`config.mk`:
```
export PLATFORM = sky130hd
export DESIGN_NAME = pwm_setpoint_loader
export DESIGN_NICKNAME = d
export VERILOG_FILES = /design/src/rtl/pwm_setpoint_loader_pkg.sv /design/src/rtl/pwm_setpoint_loader_period_counter.sv /design/src/rtl/pwm_setpoint_loader.sv
export SDC_FILE = /design/constraint.sdc
export NUM_CORES = 1
export LEC_CHECK = 0
export ABC_AREA = 1
export CAP_MARGIN = 15
export CORE_ASPECT_RATIO = 0.8
export CORE_MARGIN = 4
export CORE_UTILIZATION = 42
export DETAILED_ROUTE_END_ITERATION = 8
export PLACE_DENSITY_LB_ADDON = 0.1
export SETUP_SLACK_MARGIN = 0.2
export SLEW_MARGIN = 0
export SYNTH_ARGS = -nofsm -noshare
export SYNTH_HDL_FRONTEND = slang
export SYNTH_SLANG_ARGS = --single-unit
```
`constraint.sdc`:
```
create_clock -name clock -period 8.7 [get_ports clock]
set_input_delay 1.74 -clock clock [delete_from_list [all_inputs] [get_ports clock]]
set_output_delay 1.74 -clock clock [all_outputs]
set_load 0.05 [all_outputs]
```
`src/rtl/pwm_setpoint_loader_pkg.sv`:
```
// Shared constants and FSM encoding for the PWM setpoint loader and its period counter.
package pwm_setpoint_loader_pkg;

  localparam int TICK_COUNT_PERIOD   = 100;
  localparam int DEADTIME_HS_TO_LS   = 12;
  localparam int DEADTIME_LS_TO_HS   = 12;
  localparam int CALCULATION_TIMEOUT = 16;
  localparam int MAX_ON = TICK_COUNT_PERIOD - DEADTIME_HS_TO_LS - DEADTIME_LS_TO_HS;

  typedef enum logic [2:0] {
    ST_IDLE,
    ST_COMPUTE,
    ST_ALIGN,
    ST_LOAD,
    ST_WAIT,
    ST_ERROR
  } state_e;

endpackage

```
`src/rtl/pwm_setpoint_loader_period_counter.sv`:
```
// Free-running PWM period counter: counts 0..PERIOD-1 while enabled, parks at 0 otherwise.
module pwm_setpoint_loader_period_counter #(
  parameter int PERIOD = 100,
  parameter int WIDTH  = 8
) (
  input  logic             clk_i,
  input  logic             rst_ni,
  input  logic             en_i,
  output logic [WIDTH-1:0] count_o
);

  logic [WIDTH-1:0] count_q, count_d;

  always_comb begin
    count_d = '0;
    if (en_i && (count_q != WIDTH'(PERIOD - 1))) begin
      count_d = count_q + WIDTH'(1);
    end
  end

  always_ff @(posedge clk_i) begin
    if (!rst_ni) begin
      count_q <= '0;
    end else begin
      count_q <= count_d;
    end
  end

  assign count_o = count_q;

endmodule

```
`src/rtl/pwm_setpoint_loader.sv`:
```
// Accepts duty setpoints, clamps them to the period budget and hands them to the
// half-bridge PWM stage with a period-aligned invalidate/load sequence plus watchdog.
module pwm_setpoint_loader
  import pwm_setpoint_loader_pkg::*;
#(
  parameter int tick_count_period   = TICK_COUNT_PERIOD,
  parameter int bitwidth            = $clog2(tick_count_period) + 1,
  parameter int deadtime_hs_to_ls   = DEADTIME_HS_TO_LS,
  parameter int deadtime_ls_to_hs   = DEADTIME_LS_TO_HS,
  parameter int calculation_timeout = CALCULATION_TIMEOUT
) (
  input  logic                clock,
  input  logic                reset,
  input  logic                enable,
  input  logic                setpoint_valid,
  output logic                setpoint_ready,
  input  logic [bitwidth-1:0] setpoint_highside,
  input  logic [bitwidth-1:0] setpoint_lowside,
  input  logic                setpoint_dcm,
  output logic [bitwidth-1:0] tick_counter,
  output logic [bitwidth-1:0] tick_count_highside,
  output logic [bitwidth-1:0] tick_count_lowside,
  output logic                invalidate_input_values,
  output logic                load_input_values,
  input  logic                calculation_complete,
  output logic                clamped,
  output logic                timeout_error
);

  localparam int max_on = tick_count_period - deadtime_hs_to_ls - deadtime_ls_to_hs;
  localparam int AW     = bitwidth + 1;
  localparam int WDW    = $clog2(calculation_timeout + 1);

  typedef logic [AW-1:0] wide_t;

  function automatic wide_t umin(input wide_t a, input wide_t b);
    return (a < b) ? a : b;
  endfunction

  // Unsigned subtraction floored at zero instead of wrapping.
  function automatic wide_t floor_sub(input wide_t a, input wide_t b);
    return (a >= b) ? (a - b) : '0;
  endfunction

  state_e              state_q, state_d;
  logic [bitwidth-1:0] hs_q, hs_d, ls_q, ls_d;
  logic                clamped_q, clamped_d;
  logic [WDW-1:0]      wd_q, wd_d;

  logic [bitwidth-1:0] raw_hs_q, raw_ls_q;
  logic                raw_dcm_q;
  logic [bitwidth-1:0] stg_hs_q, stg_ls_q;

  wide_t req_hs, req_ls, calc_hs, calc_ls, room;
  logic  calc_clamped;
  logic  ready_c, inval_c, load_c, accept;

  pwm_setpoint_loader_period_counter #(
    .PERIOD (tick_count_period),
    .WIDTH  (bitwidth)
  ) u_period_counter (
    .clk_i   (clock),
    .rst_ni  (reset),
    .en_i    (enable),
    .count_o (tick_counter)
  );

  assign accept = (state_q == ST_IDLE) && enable && setpoint_valid;

  always_comb begin
    req_hs       = wide_t'(raw_hs_q);
    req_ls       = wide_t'(raw_ls_q);
    calc_hs      = umin(req_hs, wide_t'(tick_count_period));
    room         = floor_sub(wide_t'(max_on), calc_hs);
    calc_ls      = raw_dcm_q ? umin(req_ls, room) : room;
    // CCM derives lowside itself, so only a highside cut counts as clamping there.
    calc_clamped = (calc_hs != req_hs) || (raw_dcm_q && (calc_ls != req_ls));
  end

  always_comb begin
    state_d   = state_q;
    hs_d      = hs_q;
    ls_d      = ls_q;
    clamped_d = clamped_q;
    wd_d      = wd_q;
    ready_c   = 1'b0;
    inval_c   = 1'b0;
    load_c    = 1'b0;
    unique case (state_q)
      ST_IDLE: begin
        ready_c = enable;
        if (accept) state_d = ST_COMPUTE;
      end
      ST_COMPUTE: begin
        clamped_d = calc_clamped;
        state_d   = ST_ALIGN;
      end
      ST_ALIGN: begin
        // Tick 1 keeps the hand-off clear of the PWM stage's update window at 0 and period-1.
        if (tick_counter == bitwidth'(1)) begin
          inval_c = 1'b1;
          hs_d    = stg_hs_q;
          ls_d    = stg_ls_q;
          state_d = ST_LOAD;
        end
      end
      ST_LOAD: begin
        load_c  = 1'b1;
        wd_d    = '0;
        state_d = ST_WAIT;
      end
      ST_WAIT: begin
        if (calculation_complete) begin
          state_d = ST_IDLE;
        end else if (wd_q == WDW'(calculation_timeout - 1)) begin
          hs_d    = '0;
          ls_d    = '0;
          state_d = ST_ERROR;
        end else begin
          wd_d = wd_q + WDW'(1);
        end
      end
      ST_ERROR: begin
        state_d = ST_ERROR;
      end
      default: state_d = ST_IDLE;
    endcase
  end

  always_ff @(posedge clock) begin
    if (!reset) begin
      state_q   <= ST_IDLE;
      hs_q      <= '0;
      ls_q      <= '0;
      clamped_q <= 1'b0;
      wd_q      <= '0;
    end else begin
      state_q   <= state_d;
      hs_q      <= hs_d;
      ls_q      <= ls_d;
      clamped_q <= clamped_d;
      wd_q      <= wd_d;
    end
  end

  // Capture / staging registers: data only, qualified by the FSM
  always_ff @(posedge clock) begin
    if (accept) begin
      raw_hs_q  <= setpoint_highside;
      raw_ls_q  <= setpoint_lowside;
      raw_dcm_q <= setpoint_dcm;
    end
    if (state_q == ST_COMPUTE) begin
      stg_hs_q <= bitwidth'(calc_hs);
      stg_ls_q <= bitwidth'(calc_ls);
    end
  end

  // Reset gates the decoded strobes so a reset cycle never emits a partial pulse.
  assign setpoint_ready          = ready_c & reset;
  assign invalidate_input_values = inval_c & reset;
  assign load_input_values       = load_c & reset;
  assign tick_count_highside     = hs_q;
  assign tick_count_lowside      = ls_q;
  assign clamped                 = clamped_q;
  assign timeout_error           = (state_q == ST_ERROR);

endmodule

```
==> results.cfg <==
[status]
status = complete, no violations

[sta]
rsz0062_at_grt = false
tns_ps = 0
setup_slack_ps = 3157
setup_viol = 0
relSlewSlack_pct = 54.51
max_freq_ghz = 0.1804
final.period_utilization_pct = 63.71
skew_ps = 10.79
drv_slew = 0
hold_violations = 0
worstMarginPinSlew_ps = 681.5
period_needed_ps = 5543

[synthesis]
synth_seq_area_share_pct = 50.42
netlist.area_leader.share_pct = 30.25
synth_cell_types = 39
synth_seq_cells = 66
postSynthCellCount = 376
ys_top_cells_by_area = edfxtp_1 (30%), dfxtp_1 (20%), nand2_1 (10%)
synth_area_leader_cell = edfxtp_1
syn_nets = 410
syn_avg_cell_area_um2 = 8.712
synthesis.area_um2 = 3276
yosysWarnings = 0

[grt]
antenna_found_initial = 0
grt_pass1_vias = 2334
grt_first_pass_wirelength_mm = 10.92
grt_usage_pct = 14.91
grt_max_degree = 23
overflow = 0

[clock_network]
insertion_delay_ps = 340
cts_tree = built
clk_pin_slew_ps = 80
post_cts_buffers = 0
cts_resized = 0
clkSinkCount = 66
cts_hold_buffers = 0
h-tree-depth = 3
cts_buffers = 9
clockRootBuffer = clkbuf_8
clockBufferDepth = 2

[power]
pwr-share-clk_pct = 25.0
power.density_nw_per_um2 = 258.4
power_switching_uw = 400.5
seqPwrFrac_pct = 40.8
ir_worst_vdd_mv = 0.1400
swShare_pct = 37.83
intPower_uw = 658.2
p_leak_nw = 1.617
p_comb_share_pct = 34.1

[placed_design]
port_buffers = 50
pre_cts_ws_ps = 3144
post_dp_cell_area_um2 = 3882
gp_congestion = 0.7680
hpwl_mm = 4.849

[routing]
antenna_left = 0
dr.pass1.iters = 4
vias = 2551
drc = 0
vias_per_cell = 4.698
drt_iter0_drc = 99
wl_per_cell_um = 11.77
drt_wl_total_mm = 6.393

[worst_hold_path]
hold_depth = 2
hp-class = reg -> reg
worstHoldStart = tick_count_lowside[5]
hold_end = tick_count_lowside[5]

[finish]
drive_above_1_share_pct = 12.56
post-route-util_pct = 54.64
nFillCells = 732
final_common_cell = nand2_1
final_cell_area_um2 = 4096
layout_common_cells = nand2_1 (88), clkdlybuf4s50_1 (50), inv_1 (47)
num-nets-final = 467
seq_area_um2 = 1652
multiInputGateArea_um2 = 1381
antenna_cells = 0
area_growth_pct = 25.06

[setup_path]
reg2reg_slack_ps = 4690
end_kind = output pin
cp_data_arrival_time_ps = 3800
regToRegStartpoint = raw_hs_q[4]
worst-setup-path-type = in -> out
worstPathMaxFanout = 22
start_kind = input port
rr_endpoint = stg_ls_q[1]
reg2regPathDepth = 22
crit_required_ps = 6960

[die]
die_x_um = 106.7
die_y_um = 86.99
initial_core_util_pct = 43.69
die_area_um2 = 9285
core_area_um2 = 7497
pin_count = 51
fp-row-count = 28

[run]
cap_violations = 0
-- sequential cells by signal, summed over array words and instances (netlist names) --
signal	flops
clamped	1
raw_dcm_q	1
raw_hs_q	8
raw_ls_q	8
state_q	3
stg_hs_q	8
stg_ls_q	8
tick_count_highside	8
tick_count_lowside	8
u_period_counter.count_o	8
wd_q	5
-- synth_stat cells --
cell	number
nand2_1	88
inv_1	47
dfxtp_1	33
edfxtp_1	33
nor2_1	32
a21oi_1	30
ha_1	12
nand3_1	11
nor3_1	11
inv_2	7
o21ai_1	7
nand2_4	6
nand2_2	5
nand3_2	5
nand4_1	5
nor2_2	5
o21ai_2	4
o21ai_0	3
a31oi_1	2
and3_1	2
buf_2	2
buf_6	2
clkbuf_1	2
nand3b_1	2
nor4_1	2
o211ai_1	2
o21a_1	2
o22ai_1	2
xor2_1	2
a21oi_2	1
a31oi_4	1
and2_1	1
conb_1	1
nand4_4	1
nor2_4	1
nor3b_1	1
o2111ai_1	1
o21ai_4	1
or2_1	1
-- power groups by stage --
stage | Combinational [mW] | Sequential, mW | Clock, mW
after floorplan | 0.209 | 0.494 | 0
after global placement | 0.359 | 0.438 | 0
after detailed placement | 0.363 | 0.440 | 0
after CTS | 0.364 | 0.433 | 0.275
after global routing | 0.400 | 0.439 | 0.293
final | 0.361 | 0.432 | 0.265
-- worst max-delay path, cell delays in order --
cell	delay [ps]
clkdlybuf4s50_1	600
inv_1	360
nor3_1	270
clkdlybuf4s50_1	830
-- how the worst max path moves through the flow --
stage | start | to | slack, ps
after CTS | reset | setpoint_ready | 3140
after floorplan | reset | setpoint_ready | 4090
final | reset | setpoint_ready | 3160
after global placement | reset | setpoint_ready | 3190
after global routing | reset | setpoint_ready | 2950
after detailed placement | reset | setpoint_ready | 3140
-- metrics by stage --
| step | cells | hold slack [ps] | total power, mW |
|---|---|---|---|
| 2_1_floorplan | 376 | 431.1 | 0.7034 |
| 3_3_place_gp | 527 | 448.6 | 0.7968 |
| 3_5_place_dp | 527 | 451.7 | 0.8031 |
| 4_1_cts | 543 | 464.3 | 1.072 |
| 5_1_grt | 543 | 475.4 | 1.132 |
| 6_report | 543 | 461.9 | 1.059 |
-- final cells by class --
cell class / instances / share of cell area [%]
clock buffers: 11 / 4.246
well taps: 105 / 3.207
multi-input cells: 250 / 33.72
flip-flops and latches: 66 / 40.32
repair buffers: 52 / 12.58
inverters: 54 / 4.948
clock inverters: 5 / 0.9774
-- layer usage --
layer / share of wire, % / vias up / global-route usage (%)
met2: 41 / 58 / 22.06
met5: 0 / - / 0
li1: - / 1352 / -
met3: 6.1 / 4 / 5.708
met4: 0.91 / 0 / 3.484
met1: 51 / 1137 / 20.71
-- cell families after synthesis --
kind of cell,Yosys count,synth area share [%]
simple gates,179,26.39
flops,66,50.42
buf+inv,60,7.410
compound gates,56,10.54
fa+ha+maj,12,4.584
xor+xnor,2,0.5349
other cells,1,0.1145
Note: power is estimated with default switching activity, not from simulation.
